===== src/rtl/ref_mem_pkg.sv =====
// -----------------------------------------------------------------------------
// ref_mem_pkg
// Shared definitions for the reference-window bank memory controller:
//   - ref_mem_state_e : controller state encoding (IDLE..DONE)
//   - DEF_*           : default values for the controller parameters
//   - grp_mask()      : builds the write strobe for one preload group
// -----------------------------------------------------------------------------
package ref_mem_pkg;

    typedef enum logic [2:0] {
        ST_IDLE    = 3'd0,
        ST_PRELOAD = 3'd1,
        ST_PRIME   = 3'd2,
        ST_SEARCH  = 3'd3,
        ST_DONE    = 3'd4
    } ref_mem_state_e;

    localparam int DEF_NUM_BANKS       = 32;
    localparam int DEF_BANKS_PER_GROUP = 4;
    localparam int DEF_LINES_PER_GROUP = 96;
    localparam int DEF_ADDR_W          = 7;
    localparam int DEF_RD_ROWS         = 4;
    localparam int DEF_SEARCH_STEPS    = 64;

    // Widest bank count the mask helper supports; callers slice the low bits.
    localparam int MAX_BANKS = 256;

    // Strobe with bpg adjacent ones, shifted to the position of group grp.
    function automatic logic [MAX_BANKS-1:0] grp_mask(input int unsigned grp,
                                                      input int unsigned bpg);
        logic [MAX_BANKS-1:0] one_v;
        logic [MAX_BANKS-1:0] ones_v;
        one_v  = {{(MAX_BANKS-1){1'b0}}, 1'b1};
        ones_v = (one_v << bpg) - one_v;
        return ones_v << (grp * bpg);
    endfunction

endpackage


===== src/rtl/ref_mem_line_cnt.sv =====
// -----------------------------------------------------------------------------
// ref_mem_line_cnt
// Two-level nested counter. The inner count runs 0..INNER_N-1; on its wrap the
// outer count advances through 0..OUTER_N-1 and wraps as well. With OUTER_N=1
// it is a plain single-level counter.
// Ports:
//   clk, rst_n  : clock, asynchronous active-low reset
//   clr         : synchronous clear of both levels (priority over inc)
//   inc         : advance by one
//   inner_cnt   : inner count (full width)
//   outer_cnt   : outer count (full width)
//   inner_wrap  : inner count is at its last value
//   all_last    : both levels are at their last value
// -----------------------------------------------------------------------------
module ref_mem_line_cnt #(
    parameter int INNER_N = 96,
    parameter int OUTER_N = 8,
    parameter int IW      = 8,
    parameter int OW      = 4
) (
    input  logic          clk,
    input  logic          rst_n,
    input  logic          clr,
    input  logic          inc,
    output logic [IW-1:0] inner_cnt,
    output logic [OW-1:0] outer_cnt,
    output logic          inner_wrap,
    output logic          all_last
);

    logic [IW-1:0] inner_r;
    logic [OW-1:0] outer_r;
    logic          inner_last_s;
    logic          outer_last_s;

    assign inner_last_s = (inner_r == IW'(INNER_N - 1));
    assign outer_last_s = (outer_r == OW'(OUTER_N - 1));

    // Nested count register with clear priority and wrap on both levels.
    always_ff @(posedge clk or negedge rst_n) begin
        if (!rst_n) begin
            inner_r <= '0;
            outer_r <= '0;
        end else if (clr) begin
            inner_r <= '0;
            outer_r <= '0;
        end else if (inc) begin
            if (inner_last_s) begin
                inner_r <= '0;
                if (outer_last_s) begin
                    outer_r <= '0;
                end else begin
                    outer_r <= outer_r + OW'(1);
                end
            end else begin
                inner_r <= inner_r + IW'(1);
            end
        end else begin
            inner_r <= inner_r;
            outer_r <= outer_r;
        end
    end

    assign inner_cnt  = inner_r;
    assign outer_cnt  = outer_r;
    assign inner_wrap = inner_last_s;
    assign all_last   = inner_last_s && outer_last_s;

endmodule


===== src/rtl/ref_win_mem_ctrl.sv =====
// -----------------------------------------------------------------------------
// ref_win_mem_ctrl
// Reference-window bank memory controller for integer motion estimation.
// Loads the search window into NUM_BANKS banks group by group (handshaked),
// primes the PE array with RD_ROWS rows, then issues one row read per pe_step
// until SEARCH_STEPS rows have been read, and pulses done.
// Ports:
//   clk, rst_n     : clock, asynchronous active-low reset
//   start          : begin a job (only honoured in IDLE)
//   abort          : synchronous return to IDLE, highest priority
//   wr_valid       : upstream line valid;  wr_ready : accepting lines
//   pe_step        : PE requests the next row (SEARCH only)
//   bank_sel       : per-bank write strobe
//   wr_addr_all    : per-bank write address (same address on all banks)
//   rd_addr_all    : per-bank read address (same address on all banks)
//   rd_en_n        : active-low read enable for all banks
//   rd_row_sel     : PE row slot that the current read data belongs to
//   busy           : job in progress;  done : one-cycle end-of-search pulse
//   perf_cycles    : busy-cycle counter
// Optional feature macro: REFMEM_PERF_EN enables the perf_cycles counter;
// without it perf_cycles is constant zero.
// All outputs are registered; commands appear the cycle after their trigger.
// -----------------------------------------------------------------------------
module ref_win_mem_ctrl
    import ref_mem_pkg::*;
#(
    parameter int NUM_BANKS       = DEF_NUM_BANKS,
    parameter int BANKS_PER_GROUP = DEF_BANKS_PER_GROUP,
    parameter int LINES_PER_GROUP = DEF_LINES_PER_GROUP,
    parameter int ADDR_W          = DEF_ADDR_W,
    parameter int RD_ROWS         = DEF_RD_ROWS,
    parameter int SEARCH_STEPS    = DEF_SEARCH_STEPS
) (
    input  logic                          clk,
    input  logic                          rst_n,
    input  logic                          start,
    input  logic                          abort,
    input  logic                          wr_valid,
    output logic                          wr_ready,
    input  logic                          pe_step,
    output logic [NUM_BANKS-1:0]          bank_sel,
    output logic [NUM_BANKS*ADDR_W-1:0]   wr_addr_all,
    output logic [NUM_BANKS*ADDR_W-1:0]   rd_addr_all,
    output logic                          rd_en_n,
    output logic [$clog2(RD_ROWS)-1:0]    rd_row_sel,
    output logic                          busy,
    output logic                          done,
    output logic [15:0]                   perf_cycles
);

    localparam int NUM_GROUPS = NUM_BANKS / BANKS_PER_GROUP;
    localparam int GRP_W      = $clog2(NUM_GROUPS) + 1;
    localparam int LINE_W     = $clog2(LINES_PER_GROUP) + 1;
    localparam int STEP_W     = $clog2(SEARCH_STEPS) + 1;
    localparam int PRIME_W    = $clog2(RD_ROWS) + 1;
    localparam int RSW        = $clog2(RD_ROWS);
    localparam int AW_ALL     = NUM_BANKS * ADDR_W;

    ref_mem_state_e state_r, next_state_s;

    logic [NUM_BANKS-1:0] bank_sel_r,   bank_sel_nx_s;
    logic [AW_ALL-1:0]    wr_addr_r,    wr_addr_nx_s;
    logic [AW_ALL-1:0]    rd_addr_r,    rd_addr_nx_s;
    logic                 rd_en_n_r,    rd_en_n_nx_s;
    logic [RSW-1:0]       row_sel_r,    row_sel_nx_s;
    logic                 done_r,       done_nx_s;
    logic                 wr_ready_r;
    logic                 busy_r;

    logic                 start_acc_s;
    logic                 cnt_clr_s;
    logic                 wr_accept_s;
    logic                 prime_inc_s;
    logic                 step_inc_s;

    logic [LINE_W-1:0]    line_cnt_s;
    logic [GRP_W-1:0]     grp_cnt_s;
    logic                 line_all_last_s;
    logic                 line_wrap_unused_s;
    logic [PRIME_W-1:0]   prime_cnt_s;
    logic                 prime_last_s;
    logic                 prime_outer_unused_s;
    logic                 prime_wrap_unused_s;
    logic [STEP_W-1:0]    step_cnt_s;
    logic                 step_last_s;
    logic                 step_outer_unused_s;
    logic                 step_wrap_unused_s;

    logic [MAX_BANKS-1:0] grp_mask_full_s;
    logic                 grp_mask_unused_s;
    logic [ADDR_W-1:0]    search_row_s;

    assign start_acc_s = (state_r == ST_IDLE) && start && !abort;
    assign cnt_clr_s   = start_acc_s || abort;
    assign wr_accept_s = (state_r == ST_PRELOAD) && wr_valid && wr_ready_r && !abort;
    assign prime_inc_s = (state_r == ST_PRIME) && !abort;
    assign step_inc_s  = (state_r == ST_SEARCH) && pe_step && !abort;

    ref_mem_line_cnt #(
        .INNER_N (LINES_PER_GROUP),
        .OUTER_N (NUM_GROUPS),
        .IW      (LINE_W),
        .OW      (GRP_W)
    ) u_line_cnt (
        .clk        (clk),
        .rst_n      (rst_n),
        .clr        (cnt_clr_s),
        .inc        (wr_accept_s),
        .inner_cnt  (line_cnt_s),
        .outer_cnt  (grp_cnt_s),
        .inner_wrap (line_wrap_unused_s),
        .all_last   (line_all_last_s)
    );

    ref_mem_line_cnt #(
        .INNER_N (RD_ROWS),
        .OUTER_N (1),
        .IW      (PRIME_W),
        .OW      (1)
    ) u_prime_cnt (
        .clk        (clk),
        .rst_n      (rst_n),
        .clr        (cnt_clr_s),
        .inc        (prime_inc_s),
        .inner_cnt  (prime_cnt_s),
        .outer_cnt  (prime_outer_unused_s),
        .inner_wrap (prime_wrap_unused_s),
        .all_last   (prime_last_s)
    );

    ref_mem_line_cnt #(
        .INNER_N (SEARCH_STEPS),
        .OUTER_N (1),
        .IW      (STEP_W),
        .OW      (1)
    ) u_step_cnt (
        .clk        (clk),
        .rst_n      (rst_n),
        .clr        (cnt_clr_s),
        .inc        (step_inc_s),
        .inner_cnt  (step_cnt_s),
        .outer_cnt  (step_outer_unused_s),
        .inner_wrap (step_wrap_unused_s),
        .all_last   (step_last_s)
    );

    assign grp_mask_full_s   = grp_mask(32'(grp_cnt_s), 32'(BANKS_PER_GROUP));
    assign grp_mask_unused_s = ^grp_mask_full_s[MAX_BANKS-1:NUM_BANKS];
    // Search rows start right after the primed rows.
    assign search_row_s      = ADDR_W'(RD_ROWS) + ADDR_W'(step_cnt_s);

    // Next-state and next-output decode; abort overrides every state.
    always_comb begin
        next_state_s  = state_r;
        bank_sel_nx_s = '0;
        wr_addr_nx_s  = wr_addr_r;
        rd_addr_nx_s  = rd_addr_r;
        rd_en_n_nx_s  = 1'b1;
        row_sel_nx_s  = row_sel_r;
        done_nx_s     = 1'b0;
        if (abort) begin
            next_state_s = ST_IDLE;
            wr_addr_nx_s = '0;
            rd_addr_nx_s = '0;
            row_sel_nx_s = '0;
        end else begin
            case (state_r)
                ST_IDLE: begin
                    wr_addr_nx_s = '0;
                    rd_addr_nx_s = '0;
                    row_sel_nx_s = '0;
                    if (start) begin
                        next_state_s = ST_PRELOAD;
                    end else begin
                        next_state_s = ST_IDLE;
                    end
                end
                ST_PRELOAD: begin
                    if (wr_accept_s) begin
                        bank_sel_nx_s = grp_mask_full_s[NUM_BANKS-1:0];
                        wr_addr_nx_s  = {NUM_BANKS{ADDR_W'(line_cnt_s)}};
                        if (line_all_last_s) begin
                            next_state_s = ST_PRIME;
                        end else begin
                            next_state_s = ST_PRELOAD;
                        end
                    end else begin
                        next_state_s = ST_PRELOAD;
                    end
                end
                ST_PRIME: begin
                    rd_en_n_nx_s = 1'b0;
                    rd_addr_nx_s = {NUM_BANKS{ADDR_W'(prime_cnt_s)}};
                    row_sel_nx_s = RSW'(prime_cnt_s);
                    if (prime_last_s) begin
                        next_state_s = ST_SEARCH;
                    end else begin
                        next_state_s = ST_PRIME;
                    end
                end
                ST_SEARCH: begin
                    if (pe_step) begin
                        rd_en_n_nx_s = 1'b0;
                        rd_addr_nx_s = {NUM_BANKS{search_row_s}};
                        row_sel_nx_s = search_row_s[RSW-1:0];
                        if (step_last_s) begin
                            next_state_s = ST_DONE;
                            done_nx_s    = 1'b1;
                        end else begin
                            next_state_s = ST_SEARCH;
                        end
                    end else begin
                        next_state_s = ST_SEARCH;
                    end
                end
                ST_DONE: begin
                    next_state_s = ST_IDLE;
                    wr_addr_nx_s = '0;
                    rd_addr_nx_s = '0;
                    row_sel_nx_s = '0;
                end
                default: begin
                    next_state_s = ST_IDLE;
                    wr_addr_nx_s = '0;
                    rd_addr_nx_s = '0;
                    row_sel_nx_s = '0;
                end
            endcase
        end
    end

    // State and registered-output update.
    always_ff @(posedge clk or negedge rst_n) begin
        if (!rst_n) begin
            state_r    <= ST_IDLE;
            bank_sel_r <= '0;
            wr_addr_r  <= '0;
            rd_addr_r  <= '0;
            rd_en_n_r  <= 1'b1;
            row_sel_r  <= '0;
            done_r     <= 1'b0;
            wr_ready_r <= 1'b0;
            busy_r     <= 1'b0;
        end else begin
            state_r    <= next_state_s;
            bank_sel_r <= bank_sel_nx_s;
            wr_addr_r  <= wr_addr_nx_s;
            rd_addr_r  <= rd_addr_nx_s;
            rd_en_n_r  <= rd_en_n_nx_s;
            row_sel_r  <= row_sel_nx_s;
            done_r     <= done_nx_s;
            wr_ready_r <= (next_state_s == ST_PRELOAD);
            busy_r     <= (next_state_s != ST_IDLE);
        end
    end

`ifdef REFMEM_PERF_EN
    logic [15:0] perf_r;

    // Busy-cycle counter; saturates and holds in IDLE so the last job stays readable.
    always_ff @(posedge clk or negedge rst_n) begin
        if (!rst_n) begin
            perf_r <= 16'h0000;
        end else if (cnt_clr_s) begin
            perf_r <= 16'h0000;
        end else if (busy_r && (perf_r != 16'hFFFF)) begin
            perf_r <= perf_r + 16'h0001;
        end else begin
            perf_r <= perf_r;
        end
    end

    assign perf_cycles = perf_r;
`else
    assign perf_cycles = 16'h0000;
`endif

    assign bank_sel    = bank_sel_r;
    assign wr_addr_all = wr_addr_r;
    assign rd_addr_all = rd_addr_r;
    assign rd_en_n     = rd_en_n_r;
    assign rd_row_sel  = row_sel_r;
    assign done        = done_r;
    assign wr_ready    = wr_ready_r;
    assign busy        = busy_r;

endmodule


===== config.mk =====
export PLATFORM = sky130hd
export DESIGN_NAME = ref_win_mem_ctrl
export DESIGN_NICKNAME = d
export VERILOG_FILES = /design/src/rtl/ref_mem_pkg.sv /design/src/rtl/ref_mem_line_cnt.sv /design/src/rtl/ref_win_mem_ctrl.sv
export SDC_FILE = /design/constraint.sdc
export NUM_CORES = 1
export LEC_CHECK = 0
export BUFFER_PORTS_ARGS = -buffer_cell sky130_fd_sc_hd__clkbuf_2
export CAP_MARGIN = 20
export CORE_AREA = 2 2 198 200
export DETAILED_ROUTE_END_ITERATION = 10
export DIE_AREA = 0 0 200 202
export RECOVER_POWER = 50
export SYNTH_ARGS = -nofsm -noshare
export SYNTH_HDL_FRONTEND = slang
export SYNTH_SLANG_ARGS = --single-unit

===== constraint.sdc =====
create_clock -name clk -period 2 [get_ports clk]
set_clock_uncertainty 0.1 [all_clocks]
set_input_delay 0.4 -clock clk [delete_from_list [all_inputs] [get_ports clk]]
set_output_delay 0.4 -clock clk [all_outputs]
set_load 0.05 [all_outputs]

==> results.yml <==
run_status:
  status: "finished clean"
final_layout:
  syn_to_final_growth_pct: 0.315
  fin_area_um2: 5980
  drive_gt1_share_pct: 66.6
  n_antenna_cell: 0
  fill_cells: 4382
  nNetsFinal: 790
  final_cell_count_no_fill: 1293
routing:
  remaining_drc_errors: 0
  totalWireLength_um: 12100
  vias: 3855
  drt-pass1-iter-count: 4
  via_per_inst: 2.98
  detail-route-antenna-nets: 0
  drt_iter0_markers: 117
  wl_per_cell_um: 9.39
clocking:
  insertion_delay_ns: 0.30
  h-tree-depth: 2
  clock_sinks: 51
  cts_buffers: 5
  root_buffer: "clkbuf_16"
  cts_tree: "built"
  clk_pin_slew_worst_paths_ns: 0.07
  ctsLongestPathBuffers: 2
power_and_ir_drop:
  clkPwrFrac_pct: 42.4
  p_per_area_nw_per_um2: 360
  total_power_w: 0.00215
  swShare_pct: 25.4
  p_comb_share_pct: 9.2
  seq_power_share_pct: 48.4
  p_int_w: 0.00161
  peakVddDrop_uv: 314
  p_leak_nw: 3.61
  p_sw_w: 0.000547
setup_path:
  critPathCaptureType: "flop"
  crit_fanout: 5
  r2r_end: "u_line_cnt.outer_cnt[3]$_DFFE_PN0P_"
  critical_path_class: "flop to flop"
  reg2reg_from: "u_line_cnt.inner_cnt[0]$_DFFE_PN0P_"
  reg2reg_slack_ns: 0.08
  r2r_cells: 7
  cp-start-kind: "flop"
  required_ns: 2.09
  arrival_ns: 2.00
min_path:
  worstHoldPathCells: 3
  hold_start: "pe_step"
  hp-class: "primary input to flop"
  hold_path_end: "rd_en_n$_DFF_PN1_"
yosys:
  ys_async_sr_fraction_pct: 100
  ys_seq_elements: 51
  synth-edff-count: 0
  ys.flop_type: "dfrtp_1"
  ys_warn_count: 0
  ys_types: 49
  syn_area_um2: 5960
  synthCells: 703
  synth.yosys.seq_area_share_pct: 21.4
  syn_avg_cell_area_um2: 8.48
floorplan:
  num_rows: 72
  initial_core_util_pct: 15.6
  chipWidth_um: 200
  core-area_um2: 38300
  die_h_um: 202
  io-pin-count: 508
  dieArea_um2: 40400
global_route:
  busiest_layer: "met2"
  globalRouteOverflowTotal: 0
  grtUsageTotal_pct: 5.11
  grt_pass1_vias: 2707
  use_met1_pct: 6.07
  use_met3_pct: 1.20
  grt.met2_usage_pct: 8.77
  antenna_found_initial: 0
  grt_max_degree: 52
  grt_first_pass_wirelength_um: 15700
placement:
  placed_cell_area_um2: 5840
  dp_hpwl_um: 9950
  routabilityCongestion: 0.790
  dp_slack_ns: -0.0552
  portBuffers: 491
  dp_cells: 1282
timing:
  hold_viol: 0
  fmax_ghz: 0.522
  hold-worst-slack_ns: 0.314
  period_needed_ns: 1.92
  relSlewSlack_pct: 15.3
  finalWorstSetupSlack_ns: 0.0832
  rsz0062_at_grt: "no"
  tightestPinTransition_ns: 1.27
  timing.final.setup_violations: 0
  slew_viol_final: 0
  period_share_pct: 95.8
run:
  cap_viol_max_count: 0
sequential cells by signal, summed over array words and instances (netlist names):
register and count:
rd_en_n 1, done 1, u_prime_cnt.inner_cnt 3, u_line_cnt.outer_cnt 4, bank_sel 8, busy 1, wr_addr_all 7, wr_ready 1
state_r 3, u_step_cnt.inner_cnt 7, u_line_cnt.inner_cnt 8, rd_addr_all 7
kinds of logic (layout without fill, tap and decap cells):
| family | count (synthesis) | count (layout) | share of synthesized area (%) |
|---|---|---|---|
| adder cells (fa/ha/maj) | 10 | 10 | 2.10 |
| AO/OA/AOI/OAI | 53 | 53 | 6.28 |
| multiplexers | 4 | 4 | 0.672 |
| buffers and inverters | 491 | 548 | 61.0 |
| AND/OR/NAND/NOR | 86 | 86 | 7.43 |
| XOR/XNOR | 7 | 7 | 1.03 |
| flip-flops | 51 | 51 | 21.4 |
| other | 1 | 16 | 0.0629 |
worst max-delay path: stages (launching register included):
cell	delay, ns
dfrtp_1	0.39
ha_4	0.16
nand4_4	0.07
or4b_4	0.52
buf_6	0.15
o21ai_4	0.19
nand2_1	0.08
a21o_1	0.15
worst max path at each step:
stage                                                     end  cells after the start  slack [ns]                           startpoint
after global routing                       wr_ready$_DFF_PN0_                      6        0.01  u_step_cnt.inner_cnt[1]$_DFFE_PN0P_
after detailed placement                       busy$_DFF_PN0_                      6       -0.06  u_line_cnt.inner_cnt[1]$_DFFE_PN0P_
after floorplan                                busy$_DFF_PN0_                      6       -0.06  u_line_cnt.inner_cnt[0]$_DFFE_PN0P_
final                     u_line_cnt.outer_cnt[3]$_DFFE_PN0P_                      7        0.08  u_line_cnt.inner_cnt[0]$_DFFE_PN0P_
after CTS                 u_line_cnt.outer_cnt[1]$_DFFE_PN0P_                      7       0.004  u_line_cnt.inner_cnt[1]$_DFFE_PN0P_
after global placement                         busy$_DFF_PN0_                      6       -0.03  u_line_cnt.inner_cnt[1]$_DFFE_PN0P_
layout make-up:
type,instances,area (µm²),share of cell area [%]
Multi-Input combinational cell,176,1150,19.3
Clock buffer,7,153,2.55
Tap cell,518,648,10.8
Clock inverter,1,7.51,0.126
Sequential cell,51,1280,21.4
Inverter,8,30.0,0.502
Timing Repair Buffer,532,2710,45.3
stage by stage:
stage	utilization [%]	setup TNS [ns]
finish	15.6	0
global route	15.6	0
CTS	15.7	0
detailed placement	15.2	-0.105
global placement	15.2	-0.0320
floorplan	-	-0.120
cell usage after synthesis (all sizes together) (4+ instances only):
library cell / n / area, µm²
nor2: 23 / 86.3
dfrtp: 50 / 1250
o21ai: 17 / 88.8
inv: 8 / 30.0
mux2i: 4 / 40.0
a22o: 8 / 70.1
o31ai: 6 / 45.0
ha: 10 / 125
xor2: 5 / 43.8
clkbuf: 4 / 15.0
a21oi: 8 / 40.0
nand3: 7 / 35.0
buf: 479 / 3590
and3: 6 / 37.5
nand4: 5 / 37.5
nand2: 24 / 90.1
repair_timing:
item                       4_1_cts  5_1_grt
hold buffers                     0        0
setup endpoints to repair        3       12
pin swaps                        4        8
buffers inserted                 1        2
resized for setup                1        9
layout by cell type, fill, tap and decap left out, types with 2 or more instances in the layout:
master,instances
nand2_1,24
nor2_1,22
and2_1,2
nor4b_2,2
dfrtp_1,49
a21oi_1,8
xor2_1,5
o21ai_0,15
conb_1,16
clkbuf_2,457
mux2i_1,4
and3_1,6
o31ai_1,6
buf_4,27
nand3_1,7
a311oi_1,2
clkbuf_4,5
clkbuf_16,5
nor3_1,2
a21o_1,3
nand4_1,4
nor2b_1,3
ha_1,8
xnor2_1,2
inv_1,8
buf_2,2
a22o_1,8
buf_6,2
clkbuf_1,39
clkbuf_8,2
power by group through the flow:
stage	Combinational, W	Sequential (W)	Clock, W
2_1_floorplan	0.000143	0.00108	0
3_3_place_gp	0.000201	0.00106	0
3_5_place_dp	0.000203	0.00106	0
4_1_cts	0.000205	0.00104	0.000952
5_1_grt	0.000216	0.00104	0.000981
6_report	0.000198	0.00104	0.000913
routing by layer:
layer	vias to the layer above	part of all wire, %
li1	1893	-
met1	1701	40
met2	253	50
met3	8	9.2
met4	0	1.6
met5	-	0
Note: power is estimated with default switching activity, not from simulation.
